File: config.mk
export PLATFORM = sky130hd
export DESIGN_NAME = bit_serializer
export DESIGN_NICKNAME = d
export VERILOG_FILES = /design/src/rtl/seq_pkg.sv /design/src/rtl/sync_fifo.sv /design/src/rtl/bit_serializer.sv
export SDC_FILE = /design/constraint.sdc
export NUM_CORES = 1
export LEC_CHECK = 0
export ABC_AREA = 1
export CAP_MARGIN = 40
export CELL_PAD_IN_SITES_DETAIL_PLACEMENT = 0
export CELL_PAD_IN_SITES_GLOBAL_PLACEMENT = 1
export CORE_ASPECT_RATIO = 1.25
export CORE_MARGIN = 2
export CORE_UTILIZATION = 50
export CTS_CLUSTER_DIAMETER = 80
export CTS_CLUSTER_SIZE = 10
export DETAILED_ROUTE_END_ITERATION = 16
export HOLD_SLACK_MARGIN = 0.06
export PLACE_DENSITY_LB_ADDON = 0.1
export SLEW_MARGIN = 30
export SYNTH_ARGS = -nofsm -noshare
export SYNTH_HDL_FRONTEND = slang
export SYNTH_SLANG_ARGS = --single-unit
File: constraint.sdc
create_clock -name clk -period 4.6 [get_ports clk]
set_input_delay 0.69 -clock clk [delete_from_list [all_inputs] [get_ports clk]]
set_output_delay 0.69 -clock clk [all_outputs]
set_load 0.01 [all_outputs]
File: src/rtl/seq_pkg.sv
// Shared types and defaults for the serial bit source
// feeding the sequence detector.
package seq_pkg;

    localparam int WORD_WIDTH_DEF = 8;

    typedef enum logic [0:0] {
        ST_IDLE  = 1'b0,
        ST_SHIFT = 1'b1
    } state_t;

endpackage

File: src/rtl/sync_fifo.sv
// Single-clock word FIFO with first-word fall-through read data
// and full/empty/count status.
module sync_fifo
    import seq_pkg::*;
#(
    parameter int WIDTH = WORD_WIDTH_DEF,
    parameter int DEPTH = 4,
    localparam int CW = $clog2(DEPTH + 1),
    localparam int AW = $clog2(DEPTH)
) (
    input  logic             clk,
    input  logic             reset,
    input  logic             i_wr_en,
    input  logic [WIDTH-1:0] i_wr_data,
    input  logic             i_rd_en,
    output logic [WIDTH-1:0] o_rd_data,
    output logic             o_full,
    output logic             o_empty,
    output logic [CW-1:0]    o_count
);

    logic [WIDTH-1:0] r_mem [DEPTH];
    logic [AW-1:0]    r_wptr;
    logic [AW-1:0]    r_rptr;
    logic [CW-1:0]    r_count;
    logic             w_wr;
    logic             w_rd;

    assign w_wr      = i_wr_en & ~o_full;
    assign w_rd      = i_rd_en & ~o_empty;
    assign o_full    = (r_count == CW'(DEPTH));
    assign o_empty   = (r_count == '0);
    assign o_count   = r_count;
    assign o_rd_data = r_mem[r_rptr];

    // Pointers wrap naturally because DEPTH is a power of two.
    always_ff @(posedge clk or posedge reset) begin
        if (reset) begin
            r_wptr  <= '0;
            r_rptr  <= '0;
            r_count <= '0;
        end else begin
            if (w_wr) r_wptr <= r_wptr + 1'b1;
            if (w_rd) r_rptr <= r_rptr + 1'b1;
            if (w_wr && !w_rd)
                r_count <= r_count + 1'b1;
            else if (!w_wr && w_rd)
                r_count <= r_count - 1'b1;
        end
    end

    always_ff @(posedge clk) begin
        if (w_wr) r_mem[r_wptr] <= i_wr_data;
    end

endmodule

File: src/rtl/bit_serializer.sv
// Buffers parallel words and shifts them out one bit per enabled
// cycle, streaming back-to-back words without gap cycles.
module bit_serializer
    import seq_pkg::*;
#(
    parameter int WORD_WIDTH = WORD_WIDTH_DEF,
    parameter int FIFO_DEPTH = 4,
    parameter int MSB_FIRST  = 1,
    localparam int PW = $clog2(FIFO_DEPTH + 2)
) (
    input  logic                  clk,
    input  logic                  reset,
    input  logic [WORD_WIDTH-1:0] in_data,
    input  logic                  in_valid,
    output logic                  in_ready,
    input  logic                  enable,
    output logic                  seq,
    output logic                  valid,
    output logic [PW-1:0]         words_pending
);

    localparam int CW = $clog2(FIFO_DEPTH + 1);
    localparam int BW = $clog2(WORD_WIDTH + 1);

    state_t                r_state;
    logic [WORD_WIDTH-1:0] r_shift;
    logic [BW-1:0]         r_cnt;
    logic                  r_armed;

    logic                  w_push;
    logic                  w_pop;
    logic                  w_last;
    logic                  w_shift;
    logic                  w_full;
    logic                  w_empty;
    logic [CW-1:0]         w_count;
    logic [WORD_WIDTH-1:0] w_head;
    logic                  w_bit;

    sync_fifo #(
        .WIDTH (WORD_WIDTH),
        .DEPTH (FIFO_DEPTH)
    ) u_fifo (
        .clk       (clk),
        .reset     (reset),
        .i_wr_en   (w_push),
        .i_wr_data (in_data),
        .i_rd_en   (w_pop),
        .o_rd_data (w_head),
        .o_full    (w_full),
        .o_empty   (w_empty),
        .o_count   (w_count)
    );

    assign w_shift  = (r_state == ST_SHIFT);
    assign w_last   = (r_cnt == BW'(1));
    assign w_bit    = (MSB_FIRST != 0) ? r_shift[WORD_WIDTH-1]
                                       : r_shift[0];
    assign valid    = w_shift & enable;
    assign seq      = w_shift & w_bit;
    assign in_ready = r_armed & ~w_full;
    assign w_push   = in_valid & in_ready;
    assign w_pop    = ~w_empty & (~w_shift | (valid & w_last));

    assign words_pending = PW'(w_count) + PW'(w_shift);

    // r_armed keeps in_ready low until the first edge out of reset.
    always_ff @(posedge clk or posedge reset) begin
        if (reset) begin
            r_state <= ST_IDLE;
            r_shift <= '0;
            r_cnt   <= '0;
            r_armed <= 1'b0;
        end else begin
            r_armed <= 1'b1;
            unique case (r_state)
                ST_IDLE: begin
                    if (!w_empty) begin
                        r_state <= ST_SHIFT;
                        r_shift <= w_head;
                        r_cnt   <= BW'(WORD_WIDTH);
                    end
                end
                ST_SHIFT: begin
                    if (valid && w_last && !w_empty) begin
                        r_shift <= w_head;
                        r_cnt   <= BW'(WORD_WIDTH);
                    end else if (valid && w_last) begin
                        r_state <= ST_IDLE;
                        r_shift <= '0;
                        r_cnt   <= '0;
                    end else if (valid) begin
                        r_shift <= (MSB_FIRST != 0)
                            ? {r_shift[WORD_WIDTH-2:0], 1'b0}
                            : {1'b0, r_shift[WORD_WIDTH-1:1]};
                        r_cnt   <= r_cnt - 1'b1;
                    end
                end
                default: r_state <= ST_IDLE;
            endcase
        end
    end

endmodule
# Word level (Yosys, flattened, before mapping)
# Memory sizes are Yosys's and may differ from the RTL's.
# Index checks and enable logic that the tools add are counted.
# word_totals
reg_bits	21
ramBits	32
output_inout_bits	6
elab_cells	58
mem_count	1
# op_classes
add_sub_neg	6
n_eq_ne	4
n_mux	18
bitwise_logic	12
n_reduce_logical	10
# memory_table
name	words	width	read_ports	rd_ports_with_merged_regs	wr	line_no	text
u_fifo.r_mem	4	8	1	0	1	sync_fifo.sv:22	logic [WIDTH-1:0] r_mem [DEPTH];
# ops
op	n
8-bit two-way mux	4
4-bit two-way mux	4
8-bit one-hot mux with 2 select lines	1
1-bit AND	8
4-bit one-hot mux with 2 select lines	1
3-bit two-way mux	2
1-bit two-way mux	5
2-bit by 1-bit adder with 2-bit output (second input constant)	2
4-bit by 1-bit equality test with 1-bit output (second input constant)	1
1-bit logical AND	4
4-bit by 2-bit inequality test with 1-bit output (second input constant)	1
4-bit by 1-bit subtractor with 4-bit output (second input constant)	1
3-bit by 1-bit adder with 3-bit output	1
3-bit by 1-bit adder with 3-bit output (second input constant)	1
3-bit equality test (second input constant)	1
1-bit logical NOT	3
3-bit logical NOT	1
1-bit inverter	3
3-bit by 1-bit subtractor with 3-bit output (second input constant)	1
2-bit inequality test (second input constant)	1
1-bit one-hot mux with 2 select lines	1
2-bit AND reduction	1
2-bit nonzero test	1
1-bit bitwise OR	1

# Logic depth before layout (Yosys ltp)
# logic_depth
depth_word	9
mapped_depth	13
ltp_nobuf	13

# Cells and area by module
# Synthesis repeated with hierarchy kept, for this count alone.
# unflattened
hier_cells	267
hier_area_um2	2603.7
# by_module_without_submodules
module	instances	cells_each	area_each_um2	seq_area_each_um2
sync_fifo	1	155	1737.9	1136.1
bit_serializer	1	112	865.8	350.3

# Least setup slack after synthesis
# Ideal clock, no wire load.
# synth_path
kind	in2reg
from	input enable
to	register u_fifo.r_count[2], in the netlist u_fifo.o_count[2]
setup_ns	0.131
arrival_time_ns	1.944
setup_slack_ns	2.526
path_stages	11
n_path_buf	0
path_cell_list	nand2_4 -> nor2_4 -> nand3_4 -> nand2_2 -> inv_1 -> ha_1 -> inv_1 -> fa_1 -> a21oi_1 -> o21ai_0 -> xor2_1
# synth_between
elab_chain_cells	8
elab_cells_between_ends	10
# synth_lines
item	line_no	text
from (decl)	bit_serializer.sv:16	input logic enable,
1-bit AND (*)	bit_serializer.sv:59	assign valid = w_shift & enable;
1-bit AND (*)	bit_serializer.sv:63	assign w_pop = ~w_empty & (~w_shift | (valid & w_last));
1-bit bitwise OR (*)	bit_serializer.sv:63	
1-bit AND (*)	bit_serializer.sv:63	
1-bit AND (*)	sync_fifo.sv:30	assign w_rd = i_rd_en & ~o_empty;
1-bit logical NOT	sync_fifo.sv:45	if (w_wr && !w_rd)
1-bit logical AND	sync_fifo.sv:45	
3-bit two-way mux / 2-bit nonzero test (equally long branches)	--	
to (signal assigned)	sync_fifo.sv:46	r_count <= r_count + 1'b1;
to (signal assigned)	sync_fifo.sv:48	r_count <= r_count - 1'b1;
to (decl)	sync_fifo.sv:25	logic [CW-1:0] r_count;
# Every way passes the cells marked *; elsewhere a longest branch is shown, timed or not.
# A chain may end at the register's enable or synchronous reset.

# Worst setup path in the final report
# layout_path
from	input enable
to	output valid
# layout_between
elab_chain_cells	1
# layout_lines
item	line_no	text
1-bit AND	bit_serializer.sv:59	
to (decl)	bit_serializer.sv:18	output logic valid,
# No other way between the ends.

==> run metrics <==
status=finished, final reports clean; Yosys top cell area share=0.3817; worst-margin pin slew=~0.79 ns; post-synthesis mux area share=0; Die Width=67.47 µm; Max-Slew Margin vs Limit=0.4699; Pwr Total=1.652 mW; final wirelength=about 4 mm; Final TNS setup=0 ns; # setup viols final=0; final setup margin=between 1.5 and 2 ns; crit-path max cell delay=about 0.56 ns; RSZ-0062 raised after global routing=false; most common cell type on the critical path=clkdlybuf4s50_1; sequential cell area fraction in the yosys report=0.5905; Clock Pin Slew Worst Setup and Hold Paths=0.10 ns; Layout Skew=approximately 0.013 ns; # rows=28; Worst Path Buf+Inv=3; Critical Path Start Type=input pin; Via density=just under 5; area added between synthesis and finish=12.48%; post-synthesis adder-cell area fraction=0.05268; Slew Viols, Final=0; starting density of the core=0.5245; Detailed Routing Iterations Pass 1=4; Min Clock Period, post-route=roughly 2.7 ns; full die area=5622 µm²; layout cells sized above 1=0.09728; Cells after Synth=about 240; die height=about 83 µm; Register Area=between 1000 and 1500 µm²; Yosys warning count=0; post-synthesis register bit count=53; crit-path leading delay family=buffers and inverters; first-pass GRT wire length=slightly above 7 mm; post-route antenna net violation count=0; worst setup path category=input pin to primary output; CP Data Required Time=around 4 ns; Pleak=between 1 and 1.5 nW; initial antenna violation count=0; Root Driver=clkbuf_8; via count=roughly 1600; XOR/XNOR Fraction of Synth Area=0.02087; # resized after CTS=0; combinational family with the most area after synthesis=simple AND/OR/NAND/NOR gates; FMAX=roughly 370 MHz; clk_lat worst skew=approximately 0.31 ns; total core area=roughly 4800 µm²; H-tree Lvls=2; antenna fix cells=0; I/O Buffers=17; Iteration-0 DRC Markers=83; critical path, cell by cell=clkdlybuf4s50_1, nand2_4, inv_1, clkdlybuf4s50_1; slowest stage cell, crit path=clkdlybuf4s50_1; worst slack, placed=about 1.9 ns; GRT Overall Usage=0.1647; most common cell in the netlist=nand2_1; # Max-Cap Violations=0; FILL cells=about 430; final period utilization=0.5870; CTS tree=done; Syn Nets=~260; CTS buffer count=5; number of synthesized flops with an enable pin=32; top post-synthesis cells by area=edfxtp_1 (38%), dfrtp_1 (21%), nand2_1 (6.0%); syn avg cell area=approximately 11 µm²; total grt overflow=0; Post-synth top flop=edfxtp_1; hold bufs inserted after CTS=0; number of global-route vias before repair=around 1500; Clock Path Buffers=2; post-CTS setup buffers=0; DRC Markers=0; final hold vios=0; Distinct cells, synth=28; fin nets=around 280; clk sinks=between 50 and 60; top cell type by total area after synthesis=edfxtp_1; Critical Path AT=roughly 2 ns; Async SR Flop Fraction=0.3962; top cells by count, synth=nand2_1 (40), edfxtp_1 (32), nor2_1 (30); Synth Area in Compound Gates=0.08350; multi-input logic area=approximately 860 µm²; Routed WL per cell=between 10 and 15 µm; synthesized cell area=around 2500 µm²; crit-path max FO=5; Max VDD drop=~0.27 mV; largest net degree at the start of global routing=20; Hold WC Path Type=register to register; crit end category=primary output; hpwl dp=between 2 and 3 mm; simple-gate portion of the synthesized area=0.1819; PwrDens=around 600 nW/µm²; GP Congestion=0.7747; IO Pins=18
## worst min-delay path, delay by kind of cell (launching register included)
kind	cells	cell delay, ns
simple gates	2	0.12
flops	1	0.36
## metal layers
metal | vias to the layer above | global-route usage | wire, µm | share of wire
met4 | 0 | 0.05009 | 40 | 0.0099
met2 | 18 | 0.2647 | 2032 | 0.50
met1 | 728 | 0.2188 | 1858 | 0.46
met3 | 5 | 0.03659 | 92 | 0.023
met5 | - | 0 | 0 | 0
li1 | 817 | - | - | -
## worst paths after layout
| path | from | end | slack [ns] | cells past startpoint |
|---|---|---|---|---|
| setup / recovery | enable | valid | 1.90 | 4 |
| hold / removal | r_shift[0] | r_shift[0] | 0.50 | 2 |
| setup reg to reg | r_cnt[1] | u_fifo.o_count[1] | 2.37 | 12 |
| hold reg to reg | r_shift[0] | r_shift[0] | 0.50 | 2 |
| max in group asynchronous | reset | u_fifo.r_rptr[0] | 3.51 | 3 |
| min in group asynchronous | reset | r_shift[5] | 0.66 | 2 |
## flip-flops by register name, summed over array words and instances, names as in the netlist
| name | cells |
|---|---|
| r_state | 1 |
| u_fifo.r_rptr | 2 |
| u_fifo.o_count | 3 |
| r_armed | 1 |
| r_cnt | 4 |
| u_fifo.r_mem | 32 |
| r_shift | 8 |
| u_fifo.r_wptr | 2 |
## where the power goes
part	total, mW	internal, mW	switching, mW
clock	0.304	0.161	0.144
combinational	0.616	0.264	0.352
sequential	0.732	0.618	0.115
## stage by stage
stage	std cells	utilization	hold slack (ns)	instance area, µm²
after floorplan	236	-	0.4499	2517
after global placement	307	0.5631	0.4756	2703
after detailed placement	308	0.5662	0.4764	2718
after CTS	316	0.5884	0.4997	2824
after global routing	317	0.5899	0.5367	2831
final	317	0.5899	0.5048	2831
## cells by family after synthesis
group / count (synthesis)
compound gates: 34
flops: 53
xor+xnor: 6
simple gates: 97
fa+ha+maj: 10
other cells: 1
buf+inv: 35
## final cells by class
| class | count | share of cell area |
|---|---|---|
| flip-flops and latches | 53 | 0.5250 |
| multi-input cells | 148 | 0.3027 |
| repair buffers | 19 | 0.06805 |
| inverters | 29 | 0.04021 |
| well taps | 60 | 0.02651 |
| clock buffers | 6 | 0.02563 |
| clock inverters | 2 | 0.01193 |
## layout by cell type, fill, tap and decap left out, drive strengths merged
cell / Yosys / final
ha: 9 / 9
conb: 1 / 1
o21ai: 22 / 22
a21oi: 7 / 7
a31oi: 2 / 2
xor2: 4 / 4
buf: 6 / 1
inv: 28 / 28
clkbuf: 0 / 7
bufinv: 0 / 1
fa: 1 / 1
nand2: 45 / 45
clkdlybuf4s50: 0 / 17
nand3: 19 / 19
xnor2: 2 / 2
dfrtp: 21 / 21
clkinv: 1 / 2
o22ai: 3 / 3
nand4: 1 / 1
nor2: 32 / 32
edfxtp: 32 / 32
Note: power is estimated with default switching activity, not from simulation.
